File: src/rtl/mic3_spi_sampler.sv
// mic3_spi_sampler
// SPI master for the Digilent MIC3 PMOD (ADCS7476-style 12-bit ADC that
// returns a 16-bit frame). A free-running sample timer starts a conversion
// every SAMPLE_PERIOD clocks while enable is high. The 12-bit result of each
// frame goes into a small FIFO, which is drained through a valid/ready stream.
//
// Handshake: sample_data/sample_valid present the FIFO head. A sample is
// consumed on every rising clk edge where sample_valid && sample_ready. The
// consumer may raise or lower sample_ready at any time. sample_valid never
// depends combinationally on sample_ready.
//
// Ports:
//   clk, reset     system clock, synchronous active-high reset
//   enable         permits new conversions (a running frame always completes)
//   spi_csb        ADC chip select, active low (registered)
//   spi_sck        SPI clock, idle high (registered)
//   spi_miso       ADC serial data out
//   sample_data    FIFO head sample (registered)
//   sample_valid   FIFO non-empty (registered)
//   sample_ready   consumer accepts the head sample
//   fifo_count     FIFO occupancy
//   overrun        sticky flag: a sample was dropped because the FIFO was full
//   overrun_clr    clears overrun (a simultaneous drop wins)
//   dbg_state      current FSM state (0 IDLE, 1 SETUP, 2 SHIFT, 3 HOLD)
module mic3_spi_sampler #(
  parameter int CLK_DIV       = 4,
  parameter int SAMPLE_PERIOD = 1000,
  parameter int FIFO_DEPTH    = 8
) (
  input  logic                          clk,
  input  logic                          reset,
  input  logic                          enable,
  output logic                          spi_csb,
  output logic                          spi_sck,
  input  logic                          spi_miso,
  output logic [11:0]                   sample_data,
  output logic                          sample_valid,
  input  logic                          sample_ready,
  output logic [$clog2(FIFO_DEPTH):0]   fifo_count,
  output logic                          overrun,
  input  logic                          overrun_clr,
  output logic [1:0]                    dbg_state
);

  localparam int DIV_W = $clog2(CLK_DIV);
  localparam int TMR_W = $clog2(SAMPLE_PERIOD);
  localparam int PTR_W = $clog2(FIFO_DEPTH);
  localparam int CNT_W = PTR_W + 1;

  typedef enum logic [1:0] {
    ST_IDLE  = 2'd0,
    ST_SETUP = 2'd1,
    ST_SHIFT = 2'd2,
    ST_HOLD  = 2'd3
  } state_t;

  // ---------------------------------------------------------------------------
  // Sample timer: counts 0..SAMPLE_PERIOD-1 while enabled, held at 0 otherwise.
  // ---------------------------------------------------------------------------
  logic [TMR_W-1:0] tmr_q;
  logic             tick;

  assign tick = enable && (tmr_q == TMR_W'(SAMPLE_PERIOD - 1));

  always_ff @(posedge clk) begin
    if (reset || !enable) begin
      tmr_q <= '0;
    end else if (tick) begin
      tmr_q <= '0;
    end else begin
      tmr_q <= tmr_q + TMR_W'(1);
    end
  end

  // ---------------------------------------------------------------------------
  // Frame FSM. div_q times every CLK_DIV-long phase; bit_q counts SCK periods.
  // ---------------------------------------------------------------------------
  state_t           state_q;
  logic             csb_q;
  logic             sck_q;
  logic [DIV_W-1:0] div_q;
  logic [3:0]       bit_q;
  // Only the low 12 bits of the frame are kept; the four leading bits simply
  // shift out of the top of the register.
  logic [11:0]      shift_q;
  logic             div_last;
  logic             push;

  assign div_last = (div_q == DIV_W'(CLK_DIV - 1));
  assign push     = (state_q == ST_HOLD) && div_last;

  always_ff @(posedge clk) begin
    if (reset) begin
      state_q <= ST_IDLE;
      csb_q   <= 1'b1;
      sck_q   <= 1'b1;
      div_q   <= '0;
      bit_q   <= '0;
      shift_q <= '0;
    end else begin
      case (state_q)
        ST_IDLE: begin
          // A tick in any other state is ignored, so starts never queue up.
          if (tick) begin
            state_q <= ST_SETUP;
            csb_q   <= 1'b0;
            sck_q   <= 1'b1;
            div_q   <= '0;
          end
        end
        ST_SETUP: begin
          if (div_last) begin
            state_q <= ST_SHIFT;
            sck_q   <= 1'b0;
            div_q   <= '0;
            bit_q   <= '0;
          end else begin
            div_q <= div_q + DIV_W'(1);
          end
        end
        ST_SHIFT: begin
          if (!div_last) begin
            div_q <= div_q + DIV_W'(1);
          end else begin
            div_q <= '0;
            if (!sck_q) begin
              // Rising SCK: the slave changed SDO on the previous falling
              // edge, so it is stable now.
              sck_q   <= 1'b1;
              shift_q <= {shift_q[10:0], spi_miso};
            end else if (bit_q == 4'd15) begin
              state_q <= ST_HOLD;
            end else begin
              sck_q <= 1'b0;
              bit_q <= bit_q + 4'd1;
            end
          end
        end
        ST_HOLD: begin
          if (div_last) begin
            state_q <= ST_IDLE;
            csb_q   <= 1'b1;
            div_q   <= '0;
          end else begin
            div_q <= div_q + DIV_W'(1);
          end
        end
        default: begin
          state_q <= ST_IDLE;
          csb_q   <= 1'b1;
          sck_q   <= 1'b1;
        end
      endcase
    end
  end

  // ---------------------------------------------------------------------------
  // Sample FIFO with registered head/valid outputs.
  // ---------------------------------------------------------------------------
  logic [11:0]      mem_q [FIFO_DEPTH];
  logic [PTR_W-1:0] wr_ptr_q, rd_ptr_q, rd_ptr_d;
  logic [CNT_W-1:0] count_q, count_d;
  logic             valid_q;
  logic [11:0]      head_q, head_d;
  logic             ovr_q;
  logic             pop, full, do_write, drop;

  assign pop      = valid_q && sample_ready;
  assign full     = (count_q == CNT_W'(FIFO_DEPTH));
  // When full, a simultaneous pop frees the slot the push needs.
  assign do_write = push && (!full || pop);
  assign drop     = push && full && !pop;

  always_comb begin
    count_d  = count_q + CNT_W'(do_write) - CNT_W'(pop);
    rd_ptr_d = pop ? rd_ptr_q + PTR_W'(1) : rd_ptr_q;
    // The new head may be the word being written this cycle (push into empty).
    if (do_write && (wr_ptr_q == rd_ptr_d)) begin
      head_d = shift_q;
    end else begin
      head_d = mem_q[rd_ptr_d];
    end
  end

  always_ff @(posedge clk) begin
    if (do_write) begin
      mem_q[wr_ptr_q] <= shift_q;
    end
  end

  always_ff @(posedge clk) begin
    if (reset) begin
      wr_ptr_q <= '0;
      rd_ptr_q <= '0;
      count_q  <= '0;
      valid_q  <= 1'b0;
      head_q   <= '0;
    end else begin
      if (do_write) begin
        wr_ptr_q <= wr_ptr_q + PTR_W'(1);
      end
      rd_ptr_q <= rd_ptr_d;
      count_q  <= count_d;
      valid_q  <= (count_d != '0);
      head_q   <= head_d;
    end
  end

  always_ff @(posedge clk) begin
    if (reset) begin
      ovr_q <= 1'b0;
    end else if (drop) begin
      ovr_q <= 1'b1;
    end else if (overrun_clr) begin
      ovr_q <= 1'b0;
    end
  end

  assign spi_csb      = csb_q;
  assign spi_sck      = sck_q;
  assign sample_data  = head_q;
  assign sample_valid = valid_q;
  assign fifo_count   = count_q;
  assign overrun      = ovr_q;
  assign dbg_state    = state_q;

endmodule

File: config.mk
export PLATFORM = sky130hd
export DESIGN_NAME = mic3_spi_sampler
export DESIGN_NICKNAME = d
export VERILOG_FILES = /design/src/rtl/mic3_spi_sampler.sv
export SDC_FILE = /design/constraint.sdc
export NUM_CORES = 1
export LEC_CHECK = 0
export ABC_CLOCK_PERIOD_IN_PS = 8350
export CORE_MARGIN = 3
export CORE_UTILIZATION = 55
export DETAILED_ROUTE_END_ITERATION = 10
export PLACE_DENSITY = 0.75
export SLEW_MARGIN = 10
export SYNTH_ARGS = -nofsm -noshare
export SYNTH_HDL_FRONTEND = slang
export SYNTH_SLANG_ARGS = --single-unit
File: constraint.sdc
create_clock -name clk -period 8.35 [get_ports clk]
set_input_delay 1.67 -clock clk [delete_from_list [all_inputs] [get_ports clk]]
set_output_delay 1.67 -clock clk [all_outputs]
set_load 0.03 [all_outputs]
==> flow_summary.json <==
{
  "wl_um": 12600,
  "seq_power_share": 0.389,
  "synth_flop_cell": "edfxtp_1",
  "max-vdd-ir-drop_mv": 0.195,
  "setup_viol": 0,
  "dpl-instance-area_mm2": 0.00669,
  "cts.path.max_buffers": 2,
  "layout.nets": 584,
  "ys_seq_area_frac": 0.642,
  "hold_class": "reg2reg",
  "grt_pass1_vias": 4078,
  "numCtsBuffers": 17,
  "worstPathArrival_ns": 4.74,
  "synthArstFlopShare": 0,
  "drc_errors": 0,
  "dp_hpwl_um": 7410,
  "antenna_cells": 0,
  "min_period_ns": 4.46,
  "utilization": 0.669,
  "reg2reg_depth": 10,
  "cp_data_required_time_ns": 8.64,
  "stdcell_area_mm2": 0.00732,
  "firstDrtPassIters": 5,
  "synth_edf_count": 96,
  "ctsHoldBuffers": 0,
  "path_clk_slew_ns": 0.06,
  "synthesis.nets": 553,
  "setup_ws_ns": 3.89,
  "worst_hold_path.num_cells": 1,
  "clkSinkCount": 152,
  "fmax_mhz": 224,
  "yosys_warnings": 0,
  "drv_cap": 0,
  "viasPerCell": 5.68,
  "ant_nets": 0,
  "initial_utilization": 0.570,
  "critical_path_class": "in2reg",
  "die_y_um": 112,
  "dpl_worst_slack_ns": 3.46,
  "root_buffer": "clkbuf_16",
  "p_int_mw": 1.56,
  "ctsHtreeMaxLevel": 4,
  "crit_path_max_fanout": 7,
  "overflow": 0,
  "grt_max_degree": 45,
  "fin_skew_ns": 0.0122,
  "relSlewSlack": 0.307,
  "drive_gt1_frac": 0.103,
  "antenna_found_initial": 0,
  "comb_power_share": 0.246,
  "synthesis.area_mm2": 0.00623,
  "p_leak_nw": 2.74,
  "tns_ns": 0,
  "row_count": 38,
  "ys_ff_latch": 152,
  "grt_usage": 0.211,
  "switching_share": 0.298,
  "p_clk_frac": 0.366,
  "pin_count": 28,
  "pwr_density_cell_mw_per_mm2": 303,
  "synth_area_per_cell_um2": 11.7,
  "vias": 4063,
  "port_buffers": 27,
  "ys_types": 46,
  "drtIter0Drc": 331,
  "cp-end-kind": "register",
  "tritoncts": "yes",
  "gp_congestion": 0.804,
  "rsz0062_at_grt": "no",
  "layout_worst_path_cycle_share": 0.534,
  "die_area_mm2": 0.0126,
  "status": "completed",
  "nFillCells": 803,
  "slew_viol_final": 0,
  "grt_pass1_wl_um": 20800,
  "hold_viol_final": 0,
  "worst_slew_pin_slew_ns": 1.03,
  "die_x_um": 112,
  "cts_setup_buffers": 0,
  "cts.repair.resized": 0,
  "clock_latency_ns": 0.42,
  "core_mm2": 0.0109,
  "p_switching_mw": 0.662,
  "p_total_mw": 2.22,
  "area_growth_pct": 17.4,
  "start_kind": "input port",
  "synth_cells": 531,
  "routedWlPerCell_um": 17.7
}
## synth_stat cells (2+ instances only)
cell type | number | area (µm²)
dfxtp_1 | 56 | 1120
nor2b_1 | 3 | 18.8
nor4_1 | 2 | 12.5
xor2_1 | 8 | 70.1
ha_1 | 15 | 188
nand3_1 | 33 | 165
nand4b_1 | 12 | 105
edfxtp_1 | 96 | 2880
nor2_1 | 44 | 165
xnor2_1 | 6 | 52.6
buf_2 | 9 | 45.0
mux2i_1 | 26 | 260
nor3_1 | 7 | 35.0
a32oi_1 | 13 | 114
or3_1 | 3 | 18.8
or4_1 | 2 | 15.0
o22ai_1 | 2 | 12.5
clkbuf_1 | 13 | 48.8
a21oi_1 | 26 | 130
and3_1 | 2 | 12.5
buf_4 | 5 | 37.5
xnor2_2 | 2 | 32.5
o21ai_0 | 5 | 25.0
nand2_1 | 108 | 405
a21o_1 | 2 | 15.0
inv_1 | 11 | 41.3
## kinds of logic (layout without fill, tap and decap cells)
group	Yosys count	in the layout	share of synthesized area
AOI/OAI and AO/OA	56	56	0.0610
xor gates and xnor gates	16	16	0.0249
adders and majority gates	16	16	0.0333
buffers and inverters	39	83	0.0283
DFF	152	152	0.642
muxes	26	26	0.0418
and+or+nand+nor	226	226	0.168
## layout make-up
| cell class | instances | area, µm² | share of cell area |
|---|---|---|---|
| flip-flops and latches | 152 | 4000 | 0.547 |
| well taps | 140 | 175 | 0.0239 |
| multi-input cells | 340 | 2100 | 0.287 |
| clock inverters | 13 | 190 | 0.0260 |
| repair buffers | 40 | 363 | 0.0496 |
| inverters | 11 | 41.3 | 0.00564 |
| clock buffers | 19 | 443 | 0.0605 |
## critical path, cell delays in order
cell and delay (ns):
clkdlybuf4s50_1 0.51, and2_1 0.42, nor4b_4 0.09, or2_0 0.40
o21ai_0 0.26, ha_1 0.20, inv_1 0.06, fa_1 0.37
xor2_1 0.14, nor2_1 0.07, or4_1 0.55
## placed cells by master, fill, tap and decap left out, drive strengths merged, types with 13 or more instances in the layout
cell type	Yosys	layout
nand2	108	108
edfxtp	96	96
dfxtp	56	56
nor2	44	44
nand3	33	33
mux2i	26	26
a21oi	26	26
clkdlybuf4s50	0	26
clkbuf	13	19
inv	11	16
ha	15	15
buf	15	14
a32oi	13	13
## state kept, by name, summed over array words and instances (netlist names), 2 cells and up
register / flops
mem_q: 96
sample_data: 12
dbg_state: 2
fifo_count: 4
bit_q: 4
rd_ptr_q: 3
tmr_q: 10
wr_ptr_q: 3
div_q: 2
shift_q: 12
## metrics by stage
stage,cells,hold WS (ns)
3_3_place_gp,683,0.426
4_1_cts,715,0.450
5_1_grt,715,0.473
2_1_floorplan,531,0.413
6_report,715,0.442
3_5_place_dp,683,0.441
## per-layer routing
layer | track usage | vias up | wire length (µm)
met3 | 0.0394 | 18 | 653
met4 | 0.0865 | 0 | 195
li1 | - | 1970 | -
met5 | 0 | - | 0
met1 | 0.274 | 1949 | 5350
met2 | 0.350 | 126 | 6440
## worst paths after layout
| kind | from | end | slack, ns |
|---|---|---|---|
| setup / recovery | sample_ready | sample_valid | 3.89 |
| hold / removal | tmr_q[0] | tmr_q[0] | 0.44 |
| setup reg to reg | div_q[0] | sample_valid | 5.26 |
| hold reg to reg | tmr_q[0] | tmr_q[0] | 0.44 |
## power groups by stage
stage               Sequential, mW  Clock [mW]  Combinational, mW
floorplan                    0.944           0              0.315
global placement             0.876           0              0.529
detailed placement           0.879           0              0.544
CTS                          0.862       0.824              0.548
global route                 0.866       0.857              0.601
finish                       0.862       0.811              0.546
(Power assumes the default switching activity.)
